### config.mk
export PLATFORM = sky130hd
export DESIGN_NAME = uart_receiver
export DESIGN_NICKNAME = d
export VERILOG_FILES = /design/src/rtl/uart_pkg.sv /design/src/rtl/sync_2ff.sv /design/src/rtl/uart_receiver.sv
export SDC_FILE = /design/constraint.sdc
export NUM_CORES = 1
export LEC_CHECK = 0
export CORE_UTILIZATION = 50
export DETAILED_ROUTE_END_ITERATION = 10
export GPL_ROUTABILITY_DRIVEN = 0
export PLACE_DENSITY = 0.74
export SYNTH_ARGS = -nofsm -noshare
export SYNTH_HDL_FRONTEND = slang
export SYNTH_HIERARCHICAL = 1
export SYNTH_SLANG_ARGS = --single-unit
### constraint.sdc
create_clock -name Clock -period 2 [get_ports Clock]
set_input_delay 0.4 -clock Clock [delete_from_list [all_inputs] [get_ports Clock]]
set_output_delay 0.4 -clock Clock [all_outputs]
set_load 0.01 [all_outputs]
### src/rtl/uart_pkg.sv
// Shared UART definitions: receiver state encoding and bit-timing helpers
// used by the receive engine and the future transmitter.
package uart_pkg;

  typedef enum logic [2:0] {
    IDLE,
    START,
    DATA,
    PARITY,
    STOP
  } rx_state_t;

  function automatic int symbol_edge_time(input int clock_freq, input int baud_rate);
    return clock_freq / baud_rate;
  endfunction

  function automatic int sample_time(input int clock_freq, input int baud_rate);
    return symbol_edge_time(clock_freq, baud_rate) / 2;
  endfunction

endpackage

### src/rtl/sync_2ff.sv
// Two-flop synchronizer for an asynchronous level input; resets to 1 so an
// idle-high line does not look active while reset releases.
module sync_2ff (
  input  logic clk,
  input  logic rst_n,
  input  logic d,
  output logic q
);

  logic meta;

  always_ff @(posedge clk or negedge rst_n) begin
    if (!rst_n) begin
      meta <= 1'b1;
      q    <= 1'b1;
    end else begin
      meta <= d;
      q    <= meta;
    end
  end

endmodule

### src/rtl/uart_receiver.sv
// UART receive engine, 8N1 LSB first, with valid/ready holding register.
// Define UART_RX_PARITY_EN to expect an even-parity bit after the data bits.
module uart_receiver
  import uart_pkg::*;
#(
  parameter int ClockFreq = 50_000_000,
  parameter int BaudRate  = 115_200
) (
  input  logic       Clock,
  input  logic       Reset,
  input  logic       SIn,
  output logic [7:0] DataOut,
  output logic       DataOutValid,
  input  logic       DataOutReady,
  output logic       FramingError,
  output logic       Overrun,
  output logic       ParityError
);

  localparam int SymbolEdgeTime = symbol_edge_time(ClockFreq, BaudRate);
  localparam int SampleTime     = sample_time(ClockFreq, BaudRate);
  localparam int CounterWidth   = $clog2(SymbolEdgeTime);

  localparam logic [CounterWidth-1:0] EdgeLast   = CounterWidth'(SymbolEdgeTime - 1);
  localparam logic [CounterWidth-1:0] SampleLast = CounterWidth'(SampleTime - 1);

  logic                    rx;
  rx_state_t               state;
  logic [CounterWidth-1:0] cnt;
  logic [2:0]              bit_idx;
  logic [7:0]              shift;
  logic                    cnt_wrap;
  logic                    stop_sample;
  logic                    parity_ok;
  logic                    byte_done;

  sync_2ff u_sync (
    .clk   (Clock),
    .rst_n (Reset),
    .d     (SIn),
    .q     (rx)
  );

  assign cnt_wrap    = (cnt == EdgeLast);
  assign stop_sample = (state == STOP) && cnt_wrap;

`ifdef UART_RX_PARITY_EN
  logic parity_bit;
  assign parity_ok = (parity_bit == ^shift);
`else
  assign parity_ok   = 1'b1;
  assign ParityError = 1'b0;
`endif

  // Framing error wins over parity: a low stop bit never reports parity.
  assign byte_done = stop_sample && rx && parity_ok;

  always_ff @(posedge Clock or negedge Reset) begin
    if (!Reset) begin
      state        <= IDLE;
      cnt          <= '0;
      bit_idx      <= '0;
      shift        <= '0;
      DataOut      <= 8'h00;
      DataOutValid <= 1'b0;
      FramingError <= 1'b0;
      Overrun      <= 1'b0;
`ifdef UART_RX_PARITY_EN
      parity_bit   <= 1'b0;
      ParityError  <= 1'b0;
`endif
    end else begin
      FramingError <= 1'b0;
      Overrun      <= 1'b0;
`ifdef UART_RX_PARITY_EN
      ParityError  <= 1'b0;
      if (stop_sample && rx && !parity_ok) ParityError <= 1'b1;
`endif
      if (DataOutValid && DataOutReady) DataOutValid <= 1'b0;

      // A byte finishing in the same cycle the consumer takes the old one reloads.
      if (byte_done) begin
        if (!DataOutValid || DataOutReady) begin
          DataOut      <= shift;
          DataOutValid <= 1'b1;
        end else begin
          Overrun <= 1'b1;
        end
      end
      if (stop_sample && !rx) FramingError <= 1'b1;

      case (state)
        IDLE: begin
          cnt <= '0;
          if (!rx) state <= START;
        end
        START: begin
          if (cnt == SampleLast) begin
            cnt <= '0;
            if (!rx) begin
              state   <= DATA;
              bit_idx <= '0;
            end else begin
              state <= IDLE;
            end
          end else begin
            cnt <= cnt + 1'b1;
          end
        end
        DATA: begin
          if (cnt_wrap) begin
            cnt     <= '0;
            shift   <= {rx, shift[7:1]};
            bit_idx <= bit_idx + 1'b1;
`ifdef UART_RX_PARITY_EN
            if (bit_idx == 3'd7) state <= PARITY;
`else
            if (bit_idx == 3'd7) state <= STOP;
`endif
          end else begin
            cnt <= cnt + 1'b1;
          end
        end
`ifdef UART_RX_PARITY_EN
        PARITY: begin
          if (cnt_wrap) begin
            cnt        <= '0;
            parity_bit <= rx;
            state      <= STOP;
          end else begin
            cnt <= cnt + 1'b1;
          end
        end
`endif
        STOP: begin
          // Back to IDLE at mid stop bit so the next start edge is not missed.
          if (cnt_wrap) begin
            cnt   <= '0;
            state <= IDLE;
          end else begin
            cnt <= cnt + 1'b1;
          end
        end
        default: state <= IDLE;
      endcase
    end
  end

endmodule

==> results.md, run 1 <==
* Post-synthesis sequential area ratio at 52.70%
* Worst skew pair latency at 0.34 ns
* Final period utilization at 94.35%
* Max cap viols at 0
* Antenna Nets Post-Route at 0
* Synth Cell Area at 1714 sq um
* Largest net degree at the start of global routing at 37
* DP Area at 1966 sq um
* Area Growth Syn to Fin at 19.71%
* Share of layout cells above drive strength 1 at 26.29%
* Startpoint types: register
* CTS Sinks at 36
* Hold_buf cts at 0
* Most common cell in the netlist: dfrtp_1
* Initial antenna violation count at 0
* DR iter-0 viols at 19
* Worst setup path class: register to register
* Diodes inserted at 0
* Tot GR Track Use at 19.68%
* # rows at 20
* Status: finished, final reports clean
* Peak supply drop at 0.6469 mV
* Clk root buf: clkbuf_4
* Fmax at 530.0 MHz
* Vias post-DR at 1,222
* Yosys reg bits at 36
* Detailed-route DRC error count at 0
* Die height at 60.55 um
* Final Instance Area at 2052 sq um
* CP endpoint kind: register
* Worst Path Arrival at 2.14 ns
* Async SR Flop Fraction at 100.0%
* Setup Viol. Count Final at 0
* Number of H-tree levels at 2
* PortBufs at 14
* Pwr Density at 609.2 nW/um^2
* Die area at 3666 sq um
* Final hold viol count at 0
* Cell accounting for the most synthesized area: dfrtp_1
* TritonCTS clock tree: built
* Post-synthesis instance total at 146
* Vias/cell at 5.580
* Clk buf depth at 2
* DPL Wire Length at 2.220 mm
* Vias in the first global route at 1,175
* YS warnings at 6
* Clk_skew at 0.006374 ns
* Drt total wl at 3.073 mm
* Crit-path max FO at 6
* Tmin final at 1.887 ns
* Setup TNS at 0 ns
* Drt pass-1 iters at 4
* Post-DR wirelength/cell at 14.03 um
* Synth top area share at 49.64%
* IO Count at 16
* Initial Util at 54.37%
* Syn Area/Cell at 11.74 sq um
* Core Area at 3153 sq um
* EDFF count, synth at 0
* Primary FF master, synth: dfrtp_1
* Grt total ovfl at 0
* Slew Viols, Final at 0
* Die Wd at 60.55 um
* Synth Net Count at 155
* Clock transition at path regs at 0.10 ns
* Commonest cells in the synthesized netlist: 34 x dfrtp_1, 17 x nand2_1, 16 x mux2_2, 6 x nor3_1
* Fin nets at 183
* Distinct cells, synth at 45
* First-pass GRT wire length at 5.161 mm
* Cts bufs inserted at 5
* Worst Path Required at 2.26 ns
* Leak at 0.9709 nW
* Synth area leaders: dfrtp_1 50%, mux2_2 11%, nand2_1 3.7%
* Hold Crit Class: register to register
* RSZ-0062 raised after global routing: false
## power by group
part           internal (mW)  switching [mW]  leakage [nW]
combinational        0.00713          0.0160         0.447
clock                  0.262           0.232        0.0422
sequential             0.731         0.00189         0.481
total                   1.00           0.250         0.971
## what timing repair did
action / 4_1_cts / 5_1_grt
buffers inserted: 0 / 1
gates resized for setup: 0 / 1
setup endpoints to repair: 0 / 11
## cells in the final DEF (no fill, tap or decap), types with 2 or more instances in the layout
cell and n:
nor2_1 4, o22ai_1 3, dfrtp_1 34, nand3_1 5, buf_4 12, nand2_1 17
inv_1 3, ha_1 5, nor4_1 2, clkdlybuf4s50_1 14, o21ai_0 4, o21ai_1 4
o211ai_1 2, clkbuf_4 5, mux2_1 2, mux2_2 16, and3_1 2, nor3_1 6
dfstp_2 2, a21oi_1 3, nand4_1 2
## per-layer routing
| layer | GRT usage [%] | up-vias | part of all wire (%) |
|---|---|---|---|
| li1 | - | 582 | - |
| met1 | 24.44 | 599 | 46 |
| met2 | 31.40 | 37 | 48 |
| met3 | 7.463 | 4 | 5.0 |
| met4 | 7.468 | 0 | 1.1 |
| met5 | 0 | - | 0 |
## area by class of cell
class                           count  area (sq um)
Inverter                            3         11.26
Timing Repair Buffer               26         230.2
Sequential cell                    36         903.4
Tap cell                           44         55.05
Clock inverter                      2         35.03
Multi-Input combinational cell    102         775.7
Fill cell                         266          1101
Clock buffer                        6         41.29
## logic make-up after synthesis
family,after synthesis,synth area share (%)
AND/OR/NAND/NOR,51,17.37
AO/OA/AOI/OAI,24,10.37
buffers and inverters,8,2.189
XOR/XNOR,1,0.5110
flip-flops,36,52.70
adder cells (fa/ha/maj),6,4.234
multiplexers,19,12.41
other,1,0.2188
## sequential cells by signal (all words and copies together), names as in the netlist
| signal | cells |
|---|---|
| u_sync/q | 1 |
| FramingError | 1 |
| shift | 8 |
| DataOut | 8 |
| Overrun | 1 |
| u_sync/meta | 1 |
| bit_idx | 3 |
| cnt | 9 |
| DataOutValid | 1 |
| state | 3 |
## worst max-delay path: stages (launching register included)
cell and delay, ns:
dfrtp_1 0.43, inv_1 0.09, ha_1 0.19, nor4bb_2 0.18
a2111oi_4 0.43, buf_4 0.23, nor2_2 0.07, o211ai_1 0.19
## per-stage QoR
stage	hold slack, ns	setup slack (ns)	instances	total power, mW	util (%)
after floorplan	0.1044	0.1105	146	0.7507	-
after global placement	0.3468	0.1649	210	0.7706	62.34
after detailed placement	0.3491	0.08253	210	0.7715	62.34
after CTS	0.3640	0.06520	218	1.263	64.76
after global routing	0.3654	0.01212	219	1.298	65.08
final	0.3620	0.1131	219	1.250	65.08
## path summary, 6_finish.rpt
check / startpoint / endpoint / slack (ns) / cells past startpoint
min in group asynchronous: Reset / cnt[3]$_DFFE_PN0P_ / 0.46 / 2
max reg2reg: cnt[0]$_DFFE_PN0P_ / cnt[8]$_DFFE_PN0P_ / 0.11 / 7
max: cnt[0]$_DFFE_PN0P_ / cnt[8]$_DFFE_PN0P_ / 0.11 / 7
min reg2reg: u_sync/meta$_DFF_PN1_ / u_sync/q$_DFF_PN1_ / 0.36 / 0
max in group asynchronous: Reset / u_sync/meta$_DFF_PN1_ / 1.20 / 2
min: u_sync/meta$_DFF_PN1_ / u_sync/q$_DFF_PN1_ / 0.36 / 0
(Power assumes the default switching activity.)
==> run 2, diff against run 1 <==
--- a/config.mk
+++ b/config.mk
@@ -5,10 +5,11 @@
 export SDC_FILE = /design/constraint.sdc
 export NUM_CORES = 1
 export LEC_CHECK = 0
+export ABC_AREA = 1
 export CORE_UTILIZATION = 50
 export DETAILED_ROUTE_END_ITERATION = 10
 export GPL_ROUTABILITY_DRIVEN = 0
-export PLACE_DENSITY = 0.74
+export PLACE_DENSITY = 0.73
 export SYNTH_ARGS = -nofsm -noshare
 export SYNTH_HDL_FRONTEND = slang
 export SYNTH_HIERARCHICAL = 1
==> results.md, run 2 <==
* Status: finished, final reports clean (unchanged)
* Pwr Density at 650.1 nW/um^2 (was 609.2 nW/um^2)
* Area Growth Syn to Fin at 14.91% (was 19.71%)
* Most common cell after layout, fill and taps aside: nand2_1 (was dfrtp_1)
* Syn Area/Cell at 8.430 sq um (was 11.74 sq um)
* Die height at 63.04 um (was 60.55 um)
* Post-DR wirelength/cell at 10.96 um (was 14.03 um)
* Drt pass-1 iters at 4 (unchanged)
* Hold Crit Class: input pin to async pin (was register to register)
* Clk_skew at 0.008890 ns (was 0.006374 ns)
* Fmax at 633.0 MHz (was 530.0 MHz)
* Sequential Power Share at 52.9% (was 58.6%)
* Max transition margin at 49.85%
* Drt total wl at 3.123 mm (was 3.073 mm)
* Largest net degree at the start of global routing at 37 (unchanged)
* Synth area leaders: dfrtp_1 46%, nand2_1 16%, nand4_1 5.0% (was dfrtp_1 50%, mux2_2 11%, nand2_1 3.7%)
* Comb pwr share at 1.5% (was 1.9%)
* Post-synthesis sequential area ratio at 48.49% (was 52.70%)
* Clk root buf: clkbuf_8 (was clkbuf_4)
* GRT busiest layer: met2 (unchanged)
* Final Instance Area at 2141 sq um (was 2052 sq um)
* Startpoint types: register (unchanged)
* Grt met2 use at 27.82% (was 31.40%)
* Commonest cells after routing, fill and taps aside: 80 x nand2_1, 34 x dfrtp_1, 18 x inv_1 (was 34 x dfrtp_1, 17 x nand2_1, 16 x mux2_2)
* Die area at 3974 sq um (was 3666 sq um)
* Hold_buf cts at 0 (unchanged)
* Grt total ovfl at 0 (unchanged)
* Antenna Nets Post-Route at 0 (unchanged)
* Synth top area share at 45.67% (was 49.64%)
* Number of H-tree levels at 2 (unchanged)
* Crit path cell chain: clkdlybuf4s50_1 (was inv_1, ha_1, nor4bb_2, a2111oi_4, buf_4, nor2_2, o211ai_1)
* Tmin final at 1.580 ns (was 1.887 ns)
* CTS Sinks at 36 (unchanged)
* Worst Path Required at 1.60 ns (was 2.26 ns)
* Max FFs per register at 9 (unchanged)
* Diodes inserted at 0 (unchanged)
* Post-synthesis instance total at 221 (was 146)
* Placed insts at 277 (was 210)
* Slowest stage cell, crit path: clkdlybuf4s50_1 (was dfrtp_1)
* Primary FF master, synth: dfrtp_1 (unchanged)
* Initial Util at 54.13% (was 54.37%)
* Peak supply drop at 0.3447 mV (was 0.6469 mV)
* Clk pwr share at 45.6% (was 39.5%)
* YS warnings at 6 (unchanged)
* Worst setup path class: register to primary output (was register to register)
* Clock transition at path regs at 0.08 ns (was 0.10 ns)
* Die Wd at 63.04 um (was 60.55 um)
* Sw power at 0.2868 mW (was 0.2500 mW)
* First-pass GRT wire length at 5.595 mm (was 5.161 mm)
* Post-route setup slack at 0.4202 ns (was 0.1131 ns)
* Final hold viol count at 0 (unchanged)
* Distinct cells, synth at 26 (was 45)
* TritonCTS clock tree: built (unchanged)
* DP Area at 2029 sq um (was 1966 sq um)
* Largest regs: cnt x9, DataOut x8, shift x8 (unchanged)
* Cell accounting for the most synthesized area: dfrtp_1 (unchanged)
* Worst Path Arrival at 1.18 ns (was 2.14 ns)
* Measured slew at the worst slew-check pin at 0.7523 ns
* DP Worst Slack at 0.3844 ns (was 0.08253 ns)
* Clk buf depth at 2 (unchanged)
* CP endpoint kind: primary output (was register)
* # rows at 21 (was 20)
* Vias/cell at 4.895 (was 5.580)
* Fin nets at 247 (was 183)
* Most flop-heavy register: cnt (unchanged)
* P_int at 1.105 mW (was 1.000 mW)
* Cts bufs inserted at 5 (unchanged)
* Final period utilization at 78.99% (was 94.35%)
* RSZ-0062 raised after global routing: false (unchanged)
* DR iter-0 viols at 45 (was 19)
* Critical path's top delay family: buffers and inverters (was compound AO/OA/AOI/OAI gates)
* Max cap viols at 0 (unchanged)
* Share of layout cells above drive strength 1 at 14.23% (was 26.29%)
* Final hold slack at 0.1635 ns (was 0.3620 ns)
* PortBufs at 14 (unchanged)
* Slew Viols, Final at 0 (unchanged)
* Crit-path max FO at 2 (was 6)
* Most common cell in the netlist: nand2_1 (was dfrtp_1)
* Post-CTS Repair Setup Buffers at 0 (unchanged)
* PostCTS Resize Cnt at 0 (unchanged)
* Leak at 1.134 nW (was 0.9709 nW)
* Async SR Flop Fraction at 100.0% (unchanged)
* Vias post-DR at 1,395 (was 1,222)
* IO Count at 16 (unchanged)
* DPL Wire Length at 2.240 mm (was 2.220 mm)
* Core Area at 3442 sq um (was 3153 sq um)
* EDFF count, synth at 0 (unchanged)
* Switching Share at 20.61% (was 20.00%)
* GR Util met3 at 4.380% (was 7.463%)
* Worst skew pair latency at 0.30 ns (was 0.34 ns)
* M1 GR Usage at 23.82% (was 24.44%)
* Setup TNS at 0 ns (unchanged)
* Vias in the first global route at 1,264 (was 1,175)
* Initial antenna violation count at 0 (unchanged)
* Worst path bufs/invs at 1 (was 2)
* Detailed-route DRC error count at 0 (unchanged)
* Yosys reg bits at 36 (unchanged)
* Commonest cells in the synthesized netlist: 80 x nand2_1, 34 x dfrtp_1, 18 x inv_1, 15 x nand4_1, 14 x nand3_1 (was 34 x dfrtp_1, 17 x nand2_1, 16 x mux2_2, 6 x nor3_1)
* Synth Net Count at 230 (was 155)
* Synth Cell Area at 1863 sq um (was 1714 sq um)
* Final non-filler cell total at 285 (was 219)
* Tot GR Track Use at 18.46% (was 19.68%)
* CP peak stage delay at 0.53 ns (was 0.43 ns)
* Setup Viol. Count Final at 0 (unchanged)
==> run 2: final cells by class <==
cell class                 count  area, sq um
fill                         297         1301
sequential                    36        903.4
multi-input combinational    158        847.1
timing repair buffer          14        135.1
inverter                      23        86.33
clock buffer                   5        68.82
tap                           46        57.56
clock inverter                 3        42.54
==> run 2: per-layer routing <==
layer,vias up,routed length [um]
met5,-,0
met4,0,54
met3,7,121
met2,26,1449
met1,629,1497
li1,733,-
==> run 2: kinds of logic after synthesis <==
family	count (synthesis)	synth area share, %
adders and majority gates	5	3.358
buffers and inverters	27	6.044
and+or+nand+nor	143	38.62
DFF	36	48.49
other	1	0.2013
xor gates and xnor gates	2	0.9404
AOI/OAI and AO/OA	7	2.350
==> run 2: power by group through the flow <==
stage	Sequential (mW)	Combinational (mW)	Clock [mW]
after CTS	0.736	0.0220	0.652
after floorplan	0.747	0.00659	0
after global placement	0.750	0.0222	0
final	0.736	0.0204	0.635
after detailed placement	0.750	0.0217	0
after global routing	0.736	0.0246	0.683
==> run 2: worst paths after layout <==
path | from | to | slack [ns] | cells past startpoint
max | DataOut[4]$_DFFE_PN0P_ | DataOut[4] | 0.42 | 1
min in group Clock | u_sync/meta$_DFF_PN1_ | u_sync/q$_DFF_PN1_ | 0.36 | 0
max reg2reg | cnt[1]$_DFFE_PN0P_ | DataOut[4]$_DFFE_PN0P_ | 0.44 | 9
max in group asynchronous | Reset | shift[0]$_DFFE_PN0P_ | 1.34 | 1
min | Reset | cnt[4]$_DFFE_PN0P_ | 0.16 | 1
min reg2reg | u_sync/meta$_DFF_PN1_ | u_sync/q$_DFF_PN1_ | 0.36 | 0
==> run 2: per-stage QoR <==
stage | total power [mW] | util [%]
after floorplan | 0.7538 | -
after global placement | 0.7721 | 58.96
after detailed placement | 0.7718 | 58.96
after CTS | 1.410 | 62.20
after global routing | 1.444 | 62.20
final | 1.392 | 62.20
